`config.mk`:
```
export PLATFORM = sky130hd
export DESIGN_NAME = video_block_track
export DESIGN_NICKNAME = d
export VERILOG_FILES = /design/src/rtl/video_block_track.sv
export SDC_FILE = /design/constraint.sdc
export NUM_CORES = 1
export LEC_CHECK = 0
export ABC_AREA = 1
export CAP_MARGIN = 20
export CORE_UTILIZATION = 50
export DETAILED_ROUTE_END_ITERATION = 8
export PLACE_DENSITY = 0.76
export SLEW_MARGIN = 20
export SYNTH_ARGS = -nofsm -noshare
export SYNTH_HDL_FRONTEND = slang
export SYNTH_SLANG_ARGS = --single-unit
```
`constraint.sdc`:
```
create_clock -name pixel_clk -period 3.3 [get_ports pixel_clk]
set_clock_uncertainty 0.05 [all_clocks]
set_input_delay 0.495 -clock pixel_clk [delete_from_list [all_inputs] [get_ports pixel_clk]]
set_output_delay 0.495 -clock pixel_clk [all_outputs]
set_load 0.02 [all_outputs]
```
`src/rtl/video_block_track.sv`:
```
// rtl/video_block_track.sv - moving-block video sink: resolution check, block bbox, motion; option macro VBT_COLOR_TOL_EN
module video_block_track #(
  parameter int          H_DISP           = 1920,
  parameter int          V_DISP           = 1080,
  parameter bit          VS_POL           = 1'b1,
  parameter logic [23:0] MOVE_BLOCK_COLOR = 24'hffc0cb,
  parameter int          COLOR_TOL        = 8
) (
  input  logic        pixel_clk,
  input  logic        sys_rst,
  input  logic        video_hs,
  input  logic        video_vs,
  input  logic        video_de,
  input  logic [23:0] video_rgb,
  output logic        frame_valid,
  output logic [10:0] h_active,
  output logic [10:0] v_active,
  output logic        fmt_err,
  output logic        blk_found,
  output logic [10:0] blk_x_min,
  output logic [10:0] blk_x_max,
  output logic [10:0] blk_y_min,
  output logic [10:0] blk_y_max,
  output logic [11:0] blk_dx,
  output logic [11:0] blk_dy
);

  localparam logic [10:0] CNT_MAX = 11'h7ff;

  typedef enum logic [1:0] {IDLE, ACTIVE, REPORT} state_t;

  state_t      state, state_nx;
  logic        vs_act_r, vs_act_d, de_r, de_d, hs_unused_r;
  logic [23:0] rgb_r;
  logic        vs_edge, de_fall, pix_match;
  logic [10:0] x_cnt, y_cnt;

  logic [10:0] h_acc, v_acc, xmin_acc, xmax_acc, ymin_acc, ymax_acc;
  logic        err_acc, found_acc;
  logic [10:0] h_nx, v_nx, xmin_nx, xmax_nx, ymin_nx, ymax_nx;
  logic        err_nx, found_nx;

  logic        prev_found;
  logic [10:0] prev_x, prev_y;

  // Input register stage; vs is reduced to "active level" before edge detection
  always_ff @(posedge pixel_clk) begin
    if (sys_rst) begin
      vs_act_r    <= 1'b0;
      vs_act_d    <= 1'b0;
      de_r        <= 1'b0;
      de_d        <= 1'b0;
      rgb_r       <= '0;
      hs_unused_r <= 1'b0;
    end else begin
      vs_act_r    <= (video_vs == VS_POL);
      vs_act_d    <= vs_act_r;
      de_r        <= video_de;
      de_d        <= de_r;
      rgb_r       <= video_rgb;
      hs_unused_r <= video_hs;
    end
  end

  assign vs_edge = vs_act_r & ~vs_act_d;
  assign de_fall = de_d & ~de_r;

`ifdef VBT_COLOR_TOL_EN
  function automatic logic chan_ok(input logic [7:0] a, input logic [7:0] b);
    logic [8:0] d;
    d = ({1'b0, a} >= {1'b0, b}) ? ({1'b0, a} - {1'b0, b}) : ({1'b0, b} - {1'b0, a});
    return (d <= 9'(COLOR_TOL));
  endfunction

  assign pix_match = de_r
                   && chan_ok(rgb_r[23:16], MOVE_BLOCK_COLOR[23:16])
                   && chan_ok(rgb_r[15:8],  MOVE_BLOCK_COLOR[15:8])
                   && chan_ok(rgb_r[7:0],   MOVE_BLOCK_COLOR[7:0]);
`else
  localparam int color_tol_unused = COLOR_TOL;
  assign pix_match = de_r && (rgb_r == MOVE_BLOCK_COLOR);
`endif

  // Pixel column and line counters, saturating so oversized frames never wrap
  always_ff @(posedge pixel_clk) begin
    if (sys_rst) begin
      x_cnt <= '0;
      y_cnt <= '0;
    end else begin
      if (de_fall)
        x_cnt <= '0;
      else if (de_r && x_cnt != CNT_MAX)
        x_cnt <= x_cnt + 11'd1;
      if (vs_edge)
        y_cnt <= '0;
      else if (de_fall && y_cnt != CNT_MAX)
        y_cnt <= y_cnt + 11'd1;
    end
  end

  // Frame state: IDLE until the first full frame starts, REPORT lasts one cycle
  always_ff @(posedge pixel_clk) begin
    if (sys_rst) state <= IDLE;
    else         state <= state_nx;
  end

  // Next-state logic
  always_comb begin
    state_nx = state;
    case (state)
      IDLE:    if (vs_edge) state_nx = ACTIVE;
      ACTIVE:  if (vs_edge) state_nx = REPORT;
      REPORT:  state_nx = ACTIVE;
      default: state_nx = IDLE;
    endcase
  end

  // Accumulator update; outside ACTIVE the base is a fresh frame so a pixel in
  // the REPORT cycle lands in the new frame
  always_comb begin
    h_nx     = h_acc;
    v_nx     = v_acc;
    err_nx   = err_acc;
    found_nx = found_acc;
    xmin_nx  = xmin_acc;
    xmax_nx  = xmax_acc;
    ymin_nx  = ymin_acc;
    ymax_nx  = ymax_acc;
    if (state != ACTIVE) begin
      h_nx     = '0;
      v_nx     = '0;
      err_nx   = 1'b0;
      found_nx = 1'b0;
      xmin_nx  = '0;
      xmax_nx  = '0;
      ymin_nx  = '0;
      ymax_nx  = '0;
    end
    if (de_fall) begin
      if (v_nx == '0)
        h_nx = x_cnt;
      else if (x_cnt != h_nx)
        err_nx = 1'b1;
      if (v_nx != CNT_MAX)
        v_nx = v_nx + 11'd1;
    end
    if (pix_match) begin
      if (!found_nx) begin
        xmin_nx = x_cnt;
        xmax_nx = x_cnt;
        ymin_nx = y_cnt;
        ymax_nx = y_cnt;
      end else begin
        if (x_cnt < xmin_nx) xmin_nx = x_cnt;
        if (x_cnt > xmax_nx) xmax_nx = x_cnt;
        if (y_cnt < ymin_nx) ymin_nx = y_cnt;
        if (y_cnt > ymax_nx) ymax_nx = y_cnt;
      end
      found_nx = 1'b1;
    end
  end

  // Accumulator registers
  always_ff @(posedge pixel_clk) begin
    if (sys_rst) begin
      h_acc     <= '0;
      v_acc     <= '0;
      err_acc   <= 1'b0;
      found_acc <= 1'b0;
      xmin_acc  <= '0;
      xmax_acc  <= '0;
      ymin_acc  <= '0;
      ymax_acc  <= '0;
    end else begin
      h_acc     <= h_nx;
      v_acc     <= v_nx;
      err_acc   <= err_nx;
      found_acc <= found_nx;
      xmin_acc  <= xmin_nx;
      xmax_acc  <= xmax_nx;
      ymin_acc  <= ymin_nx;
      ymax_acc  <= ymax_nx;
    end
  end

  // Result latch, motion against the previously reported frame
  always_ff @(posedge pixel_clk) begin
    if (sys_rst) begin
      frame_valid <= 1'b0;
      h_active    <= '0;
      v_active    <= '0;
      fmt_err     <= 1'b0;
      blk_found   <= 1'b0;
      blk_x_min   <= '0;
      blk_x_max   <= '0;
      blk_y_min   <= '0;
      blk_y_max   <= '0;
      blk_dx      <= '0;
      blk_dy      <= '0;
      prev_found  <= 1'b0;
      prev_x      <= '0;
      prev_y      <= '0;
    end else begin
      frame_valid <= 1'b0;
      if (state == REPORT) begin
        frame_valid <= 1'b1;
        h_active    <= h_acc;
        v_active    <= v_acc;
        fmt_err     <= err_acc || (h_acc != 11'(H_DISP)) || (v_acc != 11'(V_DISP));
        blk_found   <= found_acc;
        blk_x_min   <= xmin_acc;
        blk_x_max   <= xmax_acc;
        blk_y_min   <= ymin_acc;
        blk_y_max   <= ymax_acc;
        if (found_acc && prev_found) begin
          blk_dx <= {1'b0, xmin_acc} - {1'b0, prev_x};
          blk_dy <= {1'b0, ymin_acc} - {1'b0, prev_y};
        end else begin
          blk_dx <= '0;
          blk_dy <= '0;
        end
        prev_found <= found_acc;
        prev_x     <= xmin_acc;
        prev_y     <= ymin_acc;
      end
    end
  end

endmodule

```
# Word level (Yosys, flattened, before mapping)
# Index checks and enable logic that the tools add are counted.
[totals]
reg_bits = 213
inputBits = 29
[op_classes]
n_lt_le_gt_ge = 4
add_sub_neg = 5
n_eq_ne = 12
bitwise = 4
n_mux = 34
n_reduce_logical = 11
[op_table]
columns = ["operator", "n"]
rows = [
  ["11-bit 2-to-1 mux", 22],
  ["11-bit != test (second input constant)", 5],
  ["11-bit by 1-bit adder with 11-bit output (second input constant)", 3],
  ["24-bit == test (second input constant)", 1],
  ["12-bit 2-to-1 mux", 2],
  ["11-bit by 11-bit subtractor with 12-bit output", 2],
  ["11-bit greater-than comparator", 2],
  ["11-bit less-than comparator", 2],
  ["11-bit zero test", 1],
  ["11-bit != test", 1],
  ["1-bit 2-to-1 mux", 7],
  ["2-bit case mux with 3 select lines", 1],
  ["1-bit logical AND", 4],
  ["2-bit 2-to-1 mux", 2],
  ["2-bit != test (second input constant)", 2],
  ["2-bit OR reduction", 2],
  ["1-bit AND", 2],
  ["2-bit by 1-bit == test with 1-bit output (second input constant)", 1],
  ["2-bit == test (second input constant)", 1],
  ["2-bit zero test", 1],
  ["1-bit logical OR", 2],
  ["2-bit by 1-bit != test with 1-bit output (second input constant)", 1],
  ["1-bit NOT", 2],
  ["2-bit AND reduction", 1],
]

# Longest topological paths before layout
# Gate-level depths: netlist (run 1).
[depth]
ltp_word = 6
ltp_mapped = 19

# Worst setup path after synthesis (run 1)
# Ideal clock, no wire load.
[synth_path]
kind = "register to register"
start = "reg state[0]"
end = "reg xmax_acc[2]"
arrival_ps = 2434
stages_incl_launch_ff = 18
t_required_ps = 3137
slack_ps = 703
synth_period_minus_slack_ps = 2597
setup_time_ps = 113
cell_sequence = "dfxtp_1 -> inv_2 -> nor2_4 -> buf_6 -> buf_4 -> buf_2 -> nand2_1 -> ha_1 -> nand2_1 -> nor2_1 -> nand2_1 -> nor2_1 -> nand2_1 -> nand3_1 -> nand3_4 -> buf_6 -> nor2_1 -> nor2_1"
[synth_via]
elab_chain_len = 6
word_cells_on_any_way = 7
cone_classes = "order compare: 1; eq/ne: 1; mux: 5"
[synth_lines]
columns = ["item", "line_no", "source"]
rows = [
  ["start, declared", "32", "state_t state, state_nx;"],
  ["start signal, assigned", "104", "else state <= state_nx;"],
  ["2-bit by 1-bit != test with 1-bit output (*)", "129", "if (state != ACTIVE) begin"],
  ["11-bit 2-to-1 mux", "129", ""],
  ["11-bit greater-than comparator", "155", "if (x_cnt > xmax_nx) xmax_nx = x_cnt;"],
  ["11-bit 2-to-1 mux", "155", ""],
  ["11-bit 2-to-1 mux", "148", "if (!found_nx) begin"],
  ["11-bit 2-to-1 mux (*)", "147", "if (pix_match) begin"],
  ["end signal, assigned", "180", "xmax_acc <= xmax_nx;"],
  ["end, declared", "38", "logic [10:0] h_acc, v_acc, xmin_acc, xmax_acc, ymin_acc, ymax_acc;"],
]
# Mark *: on every way between the ends. The rest lies on a longest branch, timed or not.
# A chain may end at the register's enable or synchronous reset.

# Final worst setup path (run 1)
[layout_path]
start = "reg state[0]"
end = "reg xmax_acc[5]"
# The elaborated chain is that of the path after synthesis.

==> results.toml, run 1 <==
[cells_and_area]
antennaDiodeCount = 0
regMostFlops = "rgb_r"
syn2layout_area_growth_pct = 19.7
largest_reg_flops = 24
drive_gt1_share_pct = 3.75
nNetsFinal = 1737
reg.largest.list = "rgb_r: 24 flops, blk_dx: 12 flops, blk_dy: 12 flops"

[clock_tree]
cts_buffers = 24
ctsResizeCount = 0
clk_pin_slew_ns = 0.06
postCtsHoldBufs = 0
clk_latency_ns = 0.51
htreeDepth = 1
cts_tree = "built"
root_buffer = "clkbuf_16"
cts_sinks = 213
post_cts_buffers = 0
ctsLongestPathBuffers = 3

[sta]
fin_crit_sh_pct = 83.1
final_hold_viol_count = 0
rsz0062_at_grt = "no"
relSlewSlack_pct = 51.4
worst_slew_pin_slew_ns = 0.726
setup_viol = 0
period_minus_slack_ns = 2.74
max_freq_mhz = 365
tns_ns = 0
fin_hold_ws_ns = 0.386
finalMaxSlewViolations = 0

[synthesis]
muxShareOfSynthArea_pct = 0
synth_commonest_cells = "nand2_1, nor2_1, dfxtp_1, inv_1, a21oi_1"
synth.most_common_cell = "nand2_1"
syn_area_mm2 = 0.0106
synth_edf_count = 0
yosys.area_share.adder_pct = 8.39
avgSynthCellArea_um2 = 6.90
yosys_warnings = 0
yosys.area_share.xor_xnor_pct = 0.990
synth-async-reset-ratio_pct = 0
synth_cell_types = 39
ys_seq_elements = 213
ys_seq_area_share_pct = 40.1
synth_nets = 1639
synth_compound_area_share_pct = 11.9
syn_inst = 1540
synth_top_family_by_area = "simple AND/OR/NAND/NOR gates"
yosys.area_share.simple_pct = 30.4
synth_top_cell_by_area = "dfxtp_1"
ys.flop_type = "dfxtp_1"
synth_top_area_share_pct = 40.1
synth.area.top_cells = "dfxtp_1, nand2_1, nor2_1, ha_1, a21oi_1"

[setup_path]
rrSetupSlack_ns = 0.56
regToRegEndpoint = "xmax_acc[5]$_SDFF_PP0_"
crit_required_ns = 3.69
startpoint = "state[0]$_SDFFE_PP0P_"
cp_max_fo = 38
crit_path_max_incr_delay_ns = 0.50
path_common_cell = "nand2_1"
crit_path_start_kind = "register"
crit_slowest_cell = "dfxtp_1"
reg2reg_depth = 15
reg2reg_from = "state[0]$_SDFFE_PP0P_"
crit_chain = "inv_2 > nor2_4 > buf_12 > nand2_1 > ha_1 > nand2_1 > nor2_1 > nand2_1 > nor2_1 > nand2_1 > nand3_1 > nand3_4 > nand2_1 > nand2_1 > nor2_1"
cp-endpoint = "xmax_acc[5]$_SDFF_PP0_"
arrival_ns = 3.13
path_class = "reg -> reg"
cp-end-kind = "register"

[die]
pin_count = 122
die_h_um = 148
core_area_mm2 = 0.0206
dieArea_mm2 = 0.0218
fp.dieW_um = 148
num_rows = 52
start_util_pct = 51.7

[outcome]
outcome = "finished, final reports clean"

[pwr]
p_sw_w = 0.00123
peakVddDrop_mv = 0.399
combPwrFrac_pct = 5.8
p_int_w = 0.00418
p_per_area_mw_per_mm2 = 425
seqPwrFrac_pct = 48.8
power.leakage_nw = 5.87
clock_power_share_pct = 45.4
switching_share_pct = 22.8

[route]
top_layer = "met4"
viasPerCell = 5.20
wl_per_cell_um = 13.6
wl_met2_um = 11800
wl_met3_um = 1640
wirelength_um = 26200
ant_nets = 0
via_count = 9994
drtPass1Iterations = 5
drc_errors = 0
wl_met1_um = 12300
drt_iter0_drc = 579

[grt]
grt_pass1_wl_um = 44300
antenna_found_initial = 0
overflow = 0
grt_pass1_vias = 9249
grt_start_max_net_pins = 128
track_usage_pct = 24.5

[place]
gp_congestion = 0.896
dp.final_hpwl_um = 18600
portBuffers = 120

[min_path]
hp-class = "reg -> reg"

[flow_run]
drv_cap = 0
-- routing by layer --
metal	vias up	global-route usage (%)
met5	-	0
met4	0	6.29
met3	36	3.43
met2	281	40.4
met1	4510	33.5
li1	5167	-
-- critical path, delay by kind of cell, from the launching register on --
family	cells	cell delay, ns
buf+inv	2	0.30
fa+ha+maj	1	0.33
simple gates	12	1.47
flops	1	0.50
-- power by group through the flow --
stage                     Sequential [W]  Clock (W)  Combinational, W
after floorplan                  0.00270          0          0.000188
after global placement           0.00270          0          0.000306
after detailed placement         0.00270          0          0.000311
after CTS                        0.00264    0.00250          0.000313
after global routing             0.00264    0.00263          0.000350
final                            0.00264    0.00246          0.000311
-- through the flow --
| stage | power (W) | worst slack (ns) | std cells | utilization [%] | cell area (um^2) |
|---|---|---|---|---|---|
| floorplan | 0.00289 | 0.703 | 1540 | - | 10600 |
| global placement | 0.00300 | 0.703 | 1882 | 58.3 | 12000 |
| detailed placement | 0.00301 | 0.625 | 1882 | 58.3 | 12000 |
| CTS | 0.00546 | 0.594 | 1923 | 61.8 | 12700 |
| global route | 0.00562 | 0.226 | 1923 | 61.8 | 12700 |
| finish | 0.00541 | 0.558 | 1923 | 61.8 | 12700 |
-- area by class of cell --
| cell class | instances | area (um^2) |
|---|---|---|
| Fill cell | 1924 | 7850 |
| Clock buffer | 36 | 697 |
| Sequential cell | 213 | 4260 |
| Clock inverter | 5 | 25.0 |
| Timing Repair Buffer | 129 | 1300 |
| Tap cell | 270 | 338 |
| Multi-Input combinational cell | 1114 | 5500 |
| Inverter | 156 | 586 |
-- kinds of logic after synthesis --
kind of cell,after synthesis
buffers and inverters,213
and+or+nand+nor,789
AOI/OAI and AO/OA,243
DFF,213
adders and majority gates,70
xor gates and xnor gates,12
-- worst min-delay path by stage --
stage	from	end	slack (ns)	cells after the start
detailed placement	vs_act_r$_SDFF_PP0_	vs_act_d$_SDFF_PP0_	0.37	2
finish	vs_act_r$_SDFF_PP0_	vs_act_d$_SDFF_PP0_	0.39	2
CTS	vs_act_r$_SDFF_PP0_	vs_act_d$_SDFF_PP0_	0.38	2
floorplan	vs_act_r$_SDFF_PP0_	vs_act_d$_SDFF_PP0_	0.36	2
global route	vs_act_r$_SDFF_PP0_	vs_act_d$_SDFF_PP0_	0.42	2
global placement	vs_act_r$_SDFF_PP0_	vs_act_d$_SDFF_PP0_	0.37	2
-- layout by cell type (no fill, tap or decap), types with 5 or more instances in the layout --
cell type        instances
nand2_1                387
nor2_1                 258
dfxtp_1                213
inv_1                  146
a21oi_1                127
clkdlybuf4s50_1        119
o21ai_0                 95
nand3_1                 81
ha_1                    68
clkbuf_16               25
nand4_1                 24
nor3_1                  18
xor2_1                  11
clkbuf_1                 8
inv_2                    7
buf_4                    6
nand2_2                  5
clkinv_2                 5
(Power assumes the default switching activity.)
==> run 2, diff against run 1 <==
--- a/config.mk
+++ b/config.mk
@@ -9,7 +9,7 @@
 export CAP_MARGIN = 20
 export CORE_UTILIZATION = 50
 export DETAILED_ROUTE_END_ITERATION = 8
-export PLACE_DENSITY = 0.76
+export PLACE_DENSITY = 0.79
 export SLEW_MARGIN = 20
 export SYNTH_ARGS = -nofsm -noshare
 export SYNTH_HDL_FRONTEND = slang
==> constraint.sdc (replaced) <==
create_clock -name pixel_clk -period 2.3 [get_ports pixel_clk]
set_clock_uncertainty 0.05 [all_clocks]
set_input_delay 0.345 -clock pixel_clk [delete_from_list [all_inputs] [get_ports pixel_clk]]
set_output_delay 0.345 -clock pixel_clk [all_outputs]
set_load 0.02 [all_outputs]
==> results.toml, run 2 (synthesis gave the netlist of run 1 again) <==
[sta]
relSlewSlack_pct = 62.1
setup_viol = 26
finalMaxSlewViolations = 0
worst_slew_pin_slew_ns = 0.567
setup_ws_ns = -0.217
tns_ns = -3.06
fin_hold_ws_ns = 0.115
final_hold_viol_count = 0
max_freq_mhz = 397
period_minus_slack_ns = 2.52
fin_crit_sh_pct = 109
rsz0062_at_grt = "yes"

[clock_tree]
cts_sinks = 213
clk_latency_ns = 0.52
clk_pin_slew_ns = 0.07
htreeDepth = 1
root_buffer = "clkbuf_16"
ctsLongestPathBuffers = 3
cts_tree = "built"
cts_buffers = 23
postCtsHoldBufs = 0

[cells_and_area]
drive_gt1_share_pct = 13.6
reg.largest.list = "rgb_r: 24 flops, blk_dx: 12 flops, blk_dy: 12 flops"
layout_commonest_cell = "nand2_1"
syn2layout_area_growth_pct = 32.5
stdcell_area_mm2 = 0.0141
nNetsFinal = 1784
regMostFlops = "rgb_r"
layout_common_cells = "nand2_1, nor2_1, dfxtp_1"
largest_reg_flops = 24
antennaDiodeCount = 0

[die]
die_h_um = 148
start_util_pct = 51.7
dieArea_mm2 = 0.0218
num_rows = 52
fp.dieW_um = 148
core_area_mm2 = 0.0206
pin_count = 122

[place]
gp_congestion = 0.921
dp.final_hpwl_um = 19200
portBuffers = 120
placed_cell_area_mm2 = 0.0123
place_ws_ns = 0.0283

[grt]
track_usage_pct = 24.3
overflow = 0
grt_pass1_wl_um = 43800
grt_start_max_net_pins = 56
grt_pass1_vias = 9331
antenna_found_initial = 0

[flow_run]
drv_cap = 0

[route]
viasPerCell = 5.42
drtPass1Iterations = 5
wl_per_cell_um = 15.3
via_count = 10700
wirelength_um = 30200
drt_iter0_drc = 872
ant_nets = 0
drc_errors = 0

[setup_path]
crit_path_start_kind = "register"
cp_max_fo = 6
crit_path_max_incr_delay_ns = 0.34
crit_slowest_cell = "dfxtp_2"
crit_chain = "inv_2 > nor2_4 > buf_6 > buf_8 > nand2_2 > ha_1 > nand2_1 > inv_2 > nand3_4 > nor2_4 > nand2_2 > nand3_4 > nand3_4 > nand2_1 > nand2_1 > nor2_1"
crit_required_ns = 2.70
path_class = "reg -> reg"
arrival_ns = 2.92
cp-end-kind = "register"

[outcome]
violations = "negative setup slack"
outcome = "complete, but fails checks"

[min_path]
hp-class = "in -> reg"

[pwr]
power.leakage_nw = 6.39
peakVddDrop_mv = 0.568
finalPower_w = 0.00836
p_per_area_mw_per_mm2 = 594
==> run 2: cell types whose count changed in the layout (fill, tap and decap cells not counted), sizes merged <==
cell / previous run / this run
clkinv: 8 / 11
nand3: 84 / 89
bufinv: 0 / 5
clkinvlp: 0 / 2
buf: 10 / 47
clkbuf: 36 / 30
inv: 153 / 155
nand2: 392 / 393
==> run 2: final timing paths <==
path | startpoint | to | slack (ns) | cells past startpoint
max | state[0]$_SDFFE_PP0P_ | xmax_acc[4]$_SDFF_PP0_ | -0.22 | 16
min | sys_rst | vs_act_r$_SDFF_PP0_ | 0.12 | 2
max reg2reg | state[0]$_SDFFE_PP0P_ | xmax_acc[4]$_SDFF_PP0_ | -0.22 | 16
min reg2reg | vs_act_r$_SDFF_PP0_ | vs_act_d$_SDFF_PP0_ | 0.41 | 2
==> run 2: per-stage QoR <==
stage / utilization, % / std cells
after detailed placement: 59.8 / 1905
final: 68.5 / 1972
after floorplan: - / 1540
after CTS: 63.9 / 1948
after global placement: 59.8 / 1905
after global routing: 68.5 / 1972
==> run 2: cell type report <==
class / count / area (um^2)
Clock buffer: 25 / 593
Tap cell: 270 / 338
Multi-Input combinational cell: 1120 / 6270
Timing Repair Buffer: 171 / 1790
Inverter: 156 / 586
Sequential cell: 213 / 4270
Fill cell: 1656 / 6490
Clock inverter: 17 / 229
==> run 2: worst max-delay path, delay by kind of cell (launching register included) <==
kind	cells	cell delay [ns]
buffers and inverters	4	0.41
flip-flops	1	0.34
AND/OR/NAND/NOR	11	1.31
adder cells (fa/ha/maj)	1	0.31
==> run 2: per-layer routing <==
layer	track usage (%)	vias up	share of wire, %
met3	3.58	82	6.6
met2	41.3	417	47
met5	0	-	0
li1	-	5275	-
met1	32.2	4920	43
met4	5.98	0	3.0
==> run 2: repair_timing <==
item	in CTS	in global routing
pin swaps	1	46
gates resized for setup	2	140
endpoints found under the setup margin	10	44
buffers inserted	0	13
gates cloned	1	11
==> run 2: where the power goes <==
part | internal, W | total [W] | switching, W | leakage, nW
clock network | 0.00244 | 0.00402 | 0.00158 | 0.405
logic | 0.000227 | 0.000552 | 0.000325 | 4.26
registers | 0.00374 | 0.00379 | 0.0000416 | 1.73
